File: src/rtl/mc_ctrl_pkg.sv
// Shared encodings for the multi-cycle controller: FSM states, R-type func codes
// and ALU operation codes.
package mc_ctrl_pkg;

  typedef enum logic [2:0] {
    ST_FETCH  = 3'd0,
    ST_DECODE = 3'd1,
    ST_EXEC   = 3'd2,
    ST_WB     = 3'd3,
    ST_HALT   = 3'd4
  } state_t;

  localparam logic [5:0] OP_RTYPE = 6'b000000;

  localparam logic [5:0] FN_ADD  = 6'b100000;
  localparam logic [5:0] FN_SUB  = 6'b100010;
  localparam logic [5:0] FN_AND  = 6'b100100;
  localparam logic [5:0] FN_OR   = 6'b100101;
  localparam logic [5:0] FN_XOR  = 6'b100110;
  localparam logic [5:0] FN_NOR  = 6'b100111;
  localparam logic [5:0] FN_SLTU = 6'b101011;
  localparam logic [5:0] FN_SLLV = 6'b000100;

  localparam logic [2:0] ALU_AND  = 3'b000;
  localparam logic [2:0] ALU_OR   = 3'b001;
  localparam logic [2:0] ALU_XOR  = 3'b010;
  localparam logic [2:0] ALU_NOR  = 3'b011;
  localparam logic [2:0] ALU_ADD  = 3'b100;
  localparam logic [2:0] ALU_SUB  = 3'b101;
  localparam logic [2:0] ALU_SLTU = 3'b110;
  localparam logic [2:0] ALU_SLLV = 3'b111;

endpackage

File: src/rtl/mc_ctrl_r_decode.sv
// Combinational R-type decoder: maps op/func to an ALU operation code and flags
// unsupported encodings. Illegal words decode to ALU_AND (000).
module r_decode
  import mc_ctrl_pkg::*;
(
  input  logic [5:0] op,
  input  logic [5:0] func,
  output logic [2:0] alu_op,
  output logic       legal
);

  always_comb begin
    alu_op = ALU_AND;
    legal  = 1'b0;
    if (op == OP_RTYPE) begin
      legal = 1'b1;
      case (func)
        FN_ADD:  alu_op = ALU_ADD;
        FN_SUB:  alu_op = ALU_SUB;
        FN_AND:  alu_op = ALU_AND;
        FN_OR:   alu_op = ALU_OR;
        FN_XOR:  alu_op = ALU_XOR;
        FN_NOR:  alu_op = ALU_NOR;
        FN_SLTU: alu_op = ALU_SLTU;
        FN_SLLV: alu_op = ALU_SLLV;
        default: legal  = 1'b0;
      endcase
    end
  end

endmodule

File: src/rtl/mc_ctrl.sv
// Multi-cycle controller: FETCH/DECODE/EXEC/WB sequencing of R-type instructions
// with halt handling, sticky illegal flag and a retired-instruction counter.
module mc_ctrl
  import mc_ctrl_pkg::*;
#(
  parameter int CNT_W = 16
) (
  input  logic             Clk,
  input  logic             Rst,
  output logic             if_req,
  input  logic             if_ack,
  input  logic [31:0]      instr,
  output logic [4:0]       rs,
  output logic [4:0]       rt,
  output logic [4:0]       rd,
  output logic             ab_load,
  output logic [2:0]       alu_op,
  output logic             res_load,
  output logic             reg_we,
  output logic             pc_inc,
  input  logic             zf_in,
  input  logic             of_in,
  output logic             zf,
  output logic             of,
  output logic             illegal,
  input  logic             halt_req,
  output logic             halted,
  output logic             busy,
  output logic [CNT_W-1:0] retired
);

  state_t      state, state_nx;
  logic [31:0] ir;
  logic        started;
  logic [2:0]  dec_alu_op;
  logic        dec_legal;

  r_decode u_r_decode (
    .op     (ir[31:26]),
    .func   (ir[5:0]),
    .alu_op (dec_alu_op),
    .legal  (dec_legal)
  );

  // started keeps if_req low while Rst is held, so the first fetch follows its release
  always_ff @(posedge Clk) begin
    if (!Rst) begin
      state   <= ST_FETCH;
      started <= 1'b0;
      ir      <= '0;
      zf      <= 1'b0;
      of      <= 1'b0;
      illegal <= 1'b0;
      retired <= '0;
    end else begin
      state   <= state_nx;
      started <= 1'b1;
      if (if_req && if_ack) ir <= instr;
      if (res_load) begin
        zf <= zf_in;
        of <= of_in;
      end
      if (pc_inc) begin
        retired <= retired + CNT_W'(1);
        if (!dec_legal) illegal <= 1'b1;
      end
    end
  end

  always_comb begin
    state_nx = state;
    if_req   = 1'b0;
    ab_load  = 1'b0;
    res_load = 1'b0;
    reg_we   = 1'b0;
    pc_inc   = 1'b0;
    alu_op   = ALU_AND;
    case (state)
      ST_FETCH: begin
        if_req = started;
        if (started && if_ack) state_nx = ST_DECODE;
      end
      ST_DECODE: begin
        ab_load  = 1'b1;
        alu_op   = dec_alu_op;
        state_nx = ST_EXEC;
      end
      ST_EXEC: begin
        res_load = 1'b1;
        alu_op   = dec_alu_op;
        state_nx = ST_WB;
      end
      ST_WB: begin
        pc_inc   = 1'b1;
        reg_we   = dec_legal && (ir[15:11] != 5'd0);
        alu_op   = dec_alu_op;
        state_nx = halt_req ? ST_HALT : ST_FETCH;
      end
      ST_HALT: begin
        if (!halt_req) state_nx = ST_FETCH;
      end
      default: state_nx = ST_FETCH;
    endcase
  end

  assign rs     = ir[25:21];
  assign rt     = ir[20:16];
  assign rd     = ir[15:11];
  assign halted = (state == ST_HALT);
  assign busy   = (state != ST_HALT);

endmodule

File: config.mk
export PLATFORM = sky130hd
export DESIGN_NAME = mc_ctrl
export DESIGN_NICKNAME = d
export VERILOG_FILES = /design/src/rtl/mc_ctrl_pkg.sv /design/src/rtl/mc_ctrl_r_decode.sv /design/src/rtl/mc_ctrl.sv
export SDC_FILE = /design/constraint.sdc
export NUM_CORES = 1
export LEC_CHECK = 0
export CORE_ASPECT_RATIO = 1.75
export CORE_MARGIN = 2
export CORE_UTILIZATION = 47
export CTS_CLUSTER_SIZE = 25
export DETAILED_ROUTE_END_ITERATION = 7
export GPL_TIMING_DRIVEN = 0
export HOLD_SLACK_MARGIN = 0.06
export PLACE_DENSITY_LB_ADDON = 0.12
export SLEW_MARGIN = 25
export SYNTH_ARGS = -nofsm -noshare
export SYNTH_HDL_FRONTEND = slang
export SYNTH_SLANG_ARGS = --single-unit
File: constraint.sdc
create_clock -name Clk -period 3.4 [get_ports Clk]
set_input_delay 0.68 -clock Clk [delete_from_list [all_inputs] [get_ports Clk]]
set_output_delay 0.68 -clock Clk [all_outputs]
set_load 0.05 [all_outputs]
After elaboration in Yosys (flattened, before gate mapping) --
Cells that the tools add are included.
Storage, ports and cells: bits in registers 55, word-level logic and storage cells 49
Cells by class: mux-type cells 15, reduce and logical (&&, ||, !) cells 10, equal/unequal tests 15, bitwise operators 1, add/sub/neg operators 1
Operators with widths (count):
- equality test 6 bit, second input constant | 7
- one-hot mux 3 bit (7 select lines) | 1
- adder 16 x 1 -> 16 bit, second input constant | 1
- two-way mux 3 bit | 5
- one-hot mux 3 bit (5 select lines) | 1
- two-way mux 1 bit | 8
- OR reduction 8 bit | 1
- equality test 3 x 2 -> 1 bit, second input constant | 2
- equality test 6 x 3 -> 1 bit, second input constant | 1
- logical NOT 6 bit | 1
- nonzero test 5 bit | 1
- != test 2 bit, second input constant | 2
- AND reduction 2 bit | 2
- equality test 3 x 1 -> 1 bit, second input constant | 1
- equality test 3 bit, second input constant | 1
- logical AND 1 bit | 3
- logical NOT 3 bit | 1
- != test 3 bit, second input constant | 1
- OR reduction 3 bit | 1
- NOT 1 bit | 1

Depth between registers and ports, before layout --
word-level depth 6, mapped depth 7, mapped depth without buffers 5

Modules after synthesis --
Synthesis repeated with hierarchy kept, for this count alone.
Second synthesis, totals: cell total of the unflattened synthesis 285, area, all modules 2492.4 um^2
Modules (own cells, without submodules):
- mc_ctrl | area each 2269.7 um^2, cells each 251, times used 1
- r_decode | area each 222.7 um^2, cells each 34, times used 1

Least setup slack after synthesis --
OpenSTA, ideal clock, no wires.
kind flip-flop to output port, start register state[0], end output port reg_we, setup slack 240 ps, arrival time 2480 ps, data required time 2720 ps, buffers on the path 2, cell stages (with the launch flop) 6, cells stage by stage dfxtp_1 > buf_4 > and3b_1 > clkbuf_1 > o21ai_0 > nor3_1
On the way: cells in the longest elaborated chain, start to end 2
RTL lines:
- start, declared | line mc_ctrl.sv:32 | state_t state, state_nx;
- start signal, assigned | line mc_ctrl.sv:56 | state <= state_nx;
- equality test 3 x 2 -> 1 bit | line mc_ctrl.sv:78 | case (state)
- two-way mux 1 bit | line mc_ctrl.sv:78
- end, declared | line mc_ctrl.sv:19 | output logic reg_we,
Every way passes these cells.

Worst setup path in the final report --
start register ir[5], end output port alu_op[1]
On the way: cells in the longest elaborated chain, start to end 4, elaborated cells on any way between the ends 10, classes of those cells eq/ne: 7; mux: 3
RTL lines:
- start, declared | line mc_ctrl.sv:33 | logic [31:0] ir;
- start signal, assigned | line mc_ctrl.sv:58 | if (if_req && if_ack) ir <= instr;
- equality test 6 x 3 -> 1 bit or equality test 6 bit (tied branches) | line mc_ctrl_r_decode.sv:17 | case (func)
- one-hot mux 3 bit (7 select lines) * | line mc_ctrl_r_decode.sv:17
- two-way mux 3 bit * | line mc_ctrl_r_decode.sv:15 | if (op == OP_RTYPE) begin
- two-way mux 3 bit * | line mc_ctrl.sv:78
- end, declared | line mc_ctrl.sv:17 | output logic [2:0] alu_op,
Mark *: on every way between the ends. The rest lies on a longest branch, timed or not.

==> results by group <==
Floorplan
  – Io pins: 82
  – Core Region: between 4000 and 5000 µm²
  – Cell Rows: 32
  – Die height: 94.5 µm
  – Die area: 5260 µm²
  – Starting density of the core: 49.5%
  – Die Wd: 55.7 µm

Finish
  – Share of cells above drive strength 1: between 8 and 9%
  – # fillers: 384
  – Reg area: 1000 µm²
  – Syn-to-layout area delta: 42.3%
  – Commonest cells after routing, fill and taps aside: 76 x clkdlybuf4s50_1, 64 x nand2_1, 50 x dfxtp_1, 37 x a21oi_1, 19 x nor2_1
  – Nets@finish: around 400
  – Core Util, Final: 70.4%
  – Ant. Diodes: 0
  – Finished Layout Cells: 406
  – Multi-input logic area: 1000 µm²
  – Most common cell after layout, fill and taps aside: clkdlybuf4s50_1

Critical path
  – Crit Path Class: reg -> out
  – Crit-path max FO: 8
  – CP arrival: about 2.6 ns
  – Worst setup SP type: register
  – Required @ worst endpoint: 2.72 ns
  – Critical Path End Type: output port

Logic synthesis
  – Number of synthesized flops with an enable pin: 0
  – Syn Nets: 310
  – Cell area after synthesis: between 2000 and 2500 µm²
  – Register area share after synthesis: 45.5%
  – Syn Area/Cell: 8.11 µm²
  – Post-synthesis cell count: 271
  – FF+latch count, synth: 50
  – Asr flop ratio synth: 0%
  – Yosys cell types: 36
  – Main synth FF type: dfxtp_1
  – Yosys warns: 0

Clock tree
  – CTS Buf Count: 5
  – H-Tree Level Count: 2
  – Setup Buffers After CTS: 0
  – Root buf cell: clkbuf_8
  – Insertion delay to the later sink of the worst-skew pair: ~0.3 ns
  – Clk buf depth: 2
  – Clock slew at reported path FFs: 0.08 ns
  – # clock sinks: 50
  – CTS tree: done
  – Number of gates resized after CTS: 0
  – CTS Hold Bufs: 0

Route
  – Via density: 5.01
  – TritonRoute pass-1 iters: 4
  – Routed Antenna Nets: 0
  – Per-cell routed wire length: 11.9 µm
  – Vias: 2034
  – Post-Route WL: 4840 µm
  – DRC: 0
  – Initial DRC Count: 41

GRT
  – Initial antenna violation count: 0
  – Congestion Overflow GR: 0
  – GRT Overall Usage: 18.6%
  – Vias in the first global route: between 1.5k and 2k
  – Largest net degree at the start of global routing: 15
  – Global-route wire length before repair: 7910 µm

Status
  – Status: finished clean

Timing
  – Worst Tran Pin Value: 0.517 ns
  – Achievable frequency: approximately 310 MHz
  – Slew Viols, Final: 0
  – Max transition margin: 65.4%
  – Fin crit period: between 3 and 4 ns
  – RSZ-0062 raised after global routing: false
  – Final setup vio count: 0
  – Hold WS: 0.458 ns
  – Setup_tns: 0 ns
  – Crit share post-route: 95.2%
  – Final Hold Fails: 0
  – Clock Skew: about 0.0047 ns

Pwr
  – Sw Share: 26.0%
  – Combinational Power Share: 18.8%
  – Seq pwr share: 49.2%
  – Clock share of power: 32.0%
  – Leakage: 0.00115 µW
  – P per Cell Area: 403 nW/µm²
  – Design internal power: 933 µW
  – P_sw: 327 µW
  – Maximum vdd drop: between 400 and 500 µV

Placed design
  – Dpl hpwl: 3740 µm
  – Dpl cells: 398
  – Buffers on Ports: 76
  – GP Congestion: 0.758

Hold path
  – HP Class: reg -> reg

Run
  – Max-cap violations: 0
## state kept, by name, indices dropped and copies added, names as in the netlist
| signal | cells |
|---|---|
| ir | 27 |
| retired | 16 |
| state | 3 |
| illegal | 1 |
| of | 1 |
| started | 1 |
| zf | 1 |
## kinds of logic after synthesis
family,count (synthesis),share of synthesized area [%]
simple gates,123,27.0
flops,50,45.5
buf+inv,34,8.88
xor+xnor,11,4.38
fa+ha+maj,1,0.569
mux,4,1.82
compound gates,48,11.8
## critical path: stages, from the launching register on
cell and delay [ns]:
dfxtp_1 0.30, clkbuf_1 0.16, nor3_1 0.27, a21oi_1 0.06, or3b_2 0.44, a21oi_1 0.20, clkdlybuf4s50_1 0.83
## synthesized netlist by cell type, drive strengths merged, types with 2 or more instances
| library cell | n | share of area, % |
|---|---|---|
| clkbuf | 9 | 1.5 |
| nor3b | 2 | 0.68 |
| a21oi | 37 | 8.4 |
| dfxtp | 50 | 46 |
| inv | 5 | 0.85 |
| or4 | 2 | 0.68 |
| xor2 | 2 | 0.80 |
| nor4 | 4 | 1.1 |
| nand4 | 3 | 0.85 |
| nor4b | 2 | 1.1 |
| mux2i | 4 | 1.8 |
| nand2b | 2 | 0.57 |
| nor3 | 8 | 1.8 |
| nor2 | 19 | 3.2 |
| or3 | 9 | 2.8 |
| nand3 | 3 | 0.68 |
| buf | 20 | 6.5 |
| xnor2 | 9 | 3.6 |
| nand2 | 64 | 11 |
| o21ai | 5 | 1.1 |
## power groups by stage
stage | logic (µW) | registers [µW] | clock network, µW
2_1_floorplan | 145 | 638 | 0
3_3_place_gp | 236 | 633 | 0
3_5_place_dp | 239 | 634 | 0
4_1_cts | 240 | 620 | 413
5_1_grt | 256 | 623 | 433
6_report | 237 | 620 | 403
## routing by layer
| layer | vias to the layer above | routed length [µm] | GRT usage (%) | part of all wire, % |
|---|---|---|---|---|
| met3 | 10 | 252 | 3.97 | 5.2 |
| li1 | 1060 | - | - | - |
| met1 | 912 | 1800 | 18.2 | 37 |
| met4 | 0 | 108 | 7.32 | 2.2 |
| met2 | 52 | 2680 | 37.0 | 55 |
| met5 | - | 0 | 0 | 0 |
## area by class of cell
type	instances	share of cell area, %
multi-input combinational	187	32.0
inverter	5	0.600
sequential	50	32.0
buffer	29	5.64
tap	51	2.04
clock inverter	1	0.960
timing repair buffer	76	24.3
clock buffer	7	2.44
## metrics by stage
stage	total power [µW]	instance area, µm²	setup WS [ns]
2_1_floorplan	784	2200	0.240
3_3_place_gp	870	3020	0.435
3_5_place_dp	873	3020	0.463
4_1_cts	1270	3130	0.138
5_1_grt	1310	3130	0.0317
6_report	1260	3130	0.162
## final timing paths
path                                  from     endpoint  slack, ns  cells past startpoint
worst max-delay path                 ir[5]    alu_op[1]       0.16                      6
worst max register to register  retired[3]  retired[15]       1.60                      4
worst min register to register      ir[23]       ir[23]       0.46                      2
worst min-delay path                ir[23]       ir[23]       0.46                      2
Power figures use the tool's default switching activity.
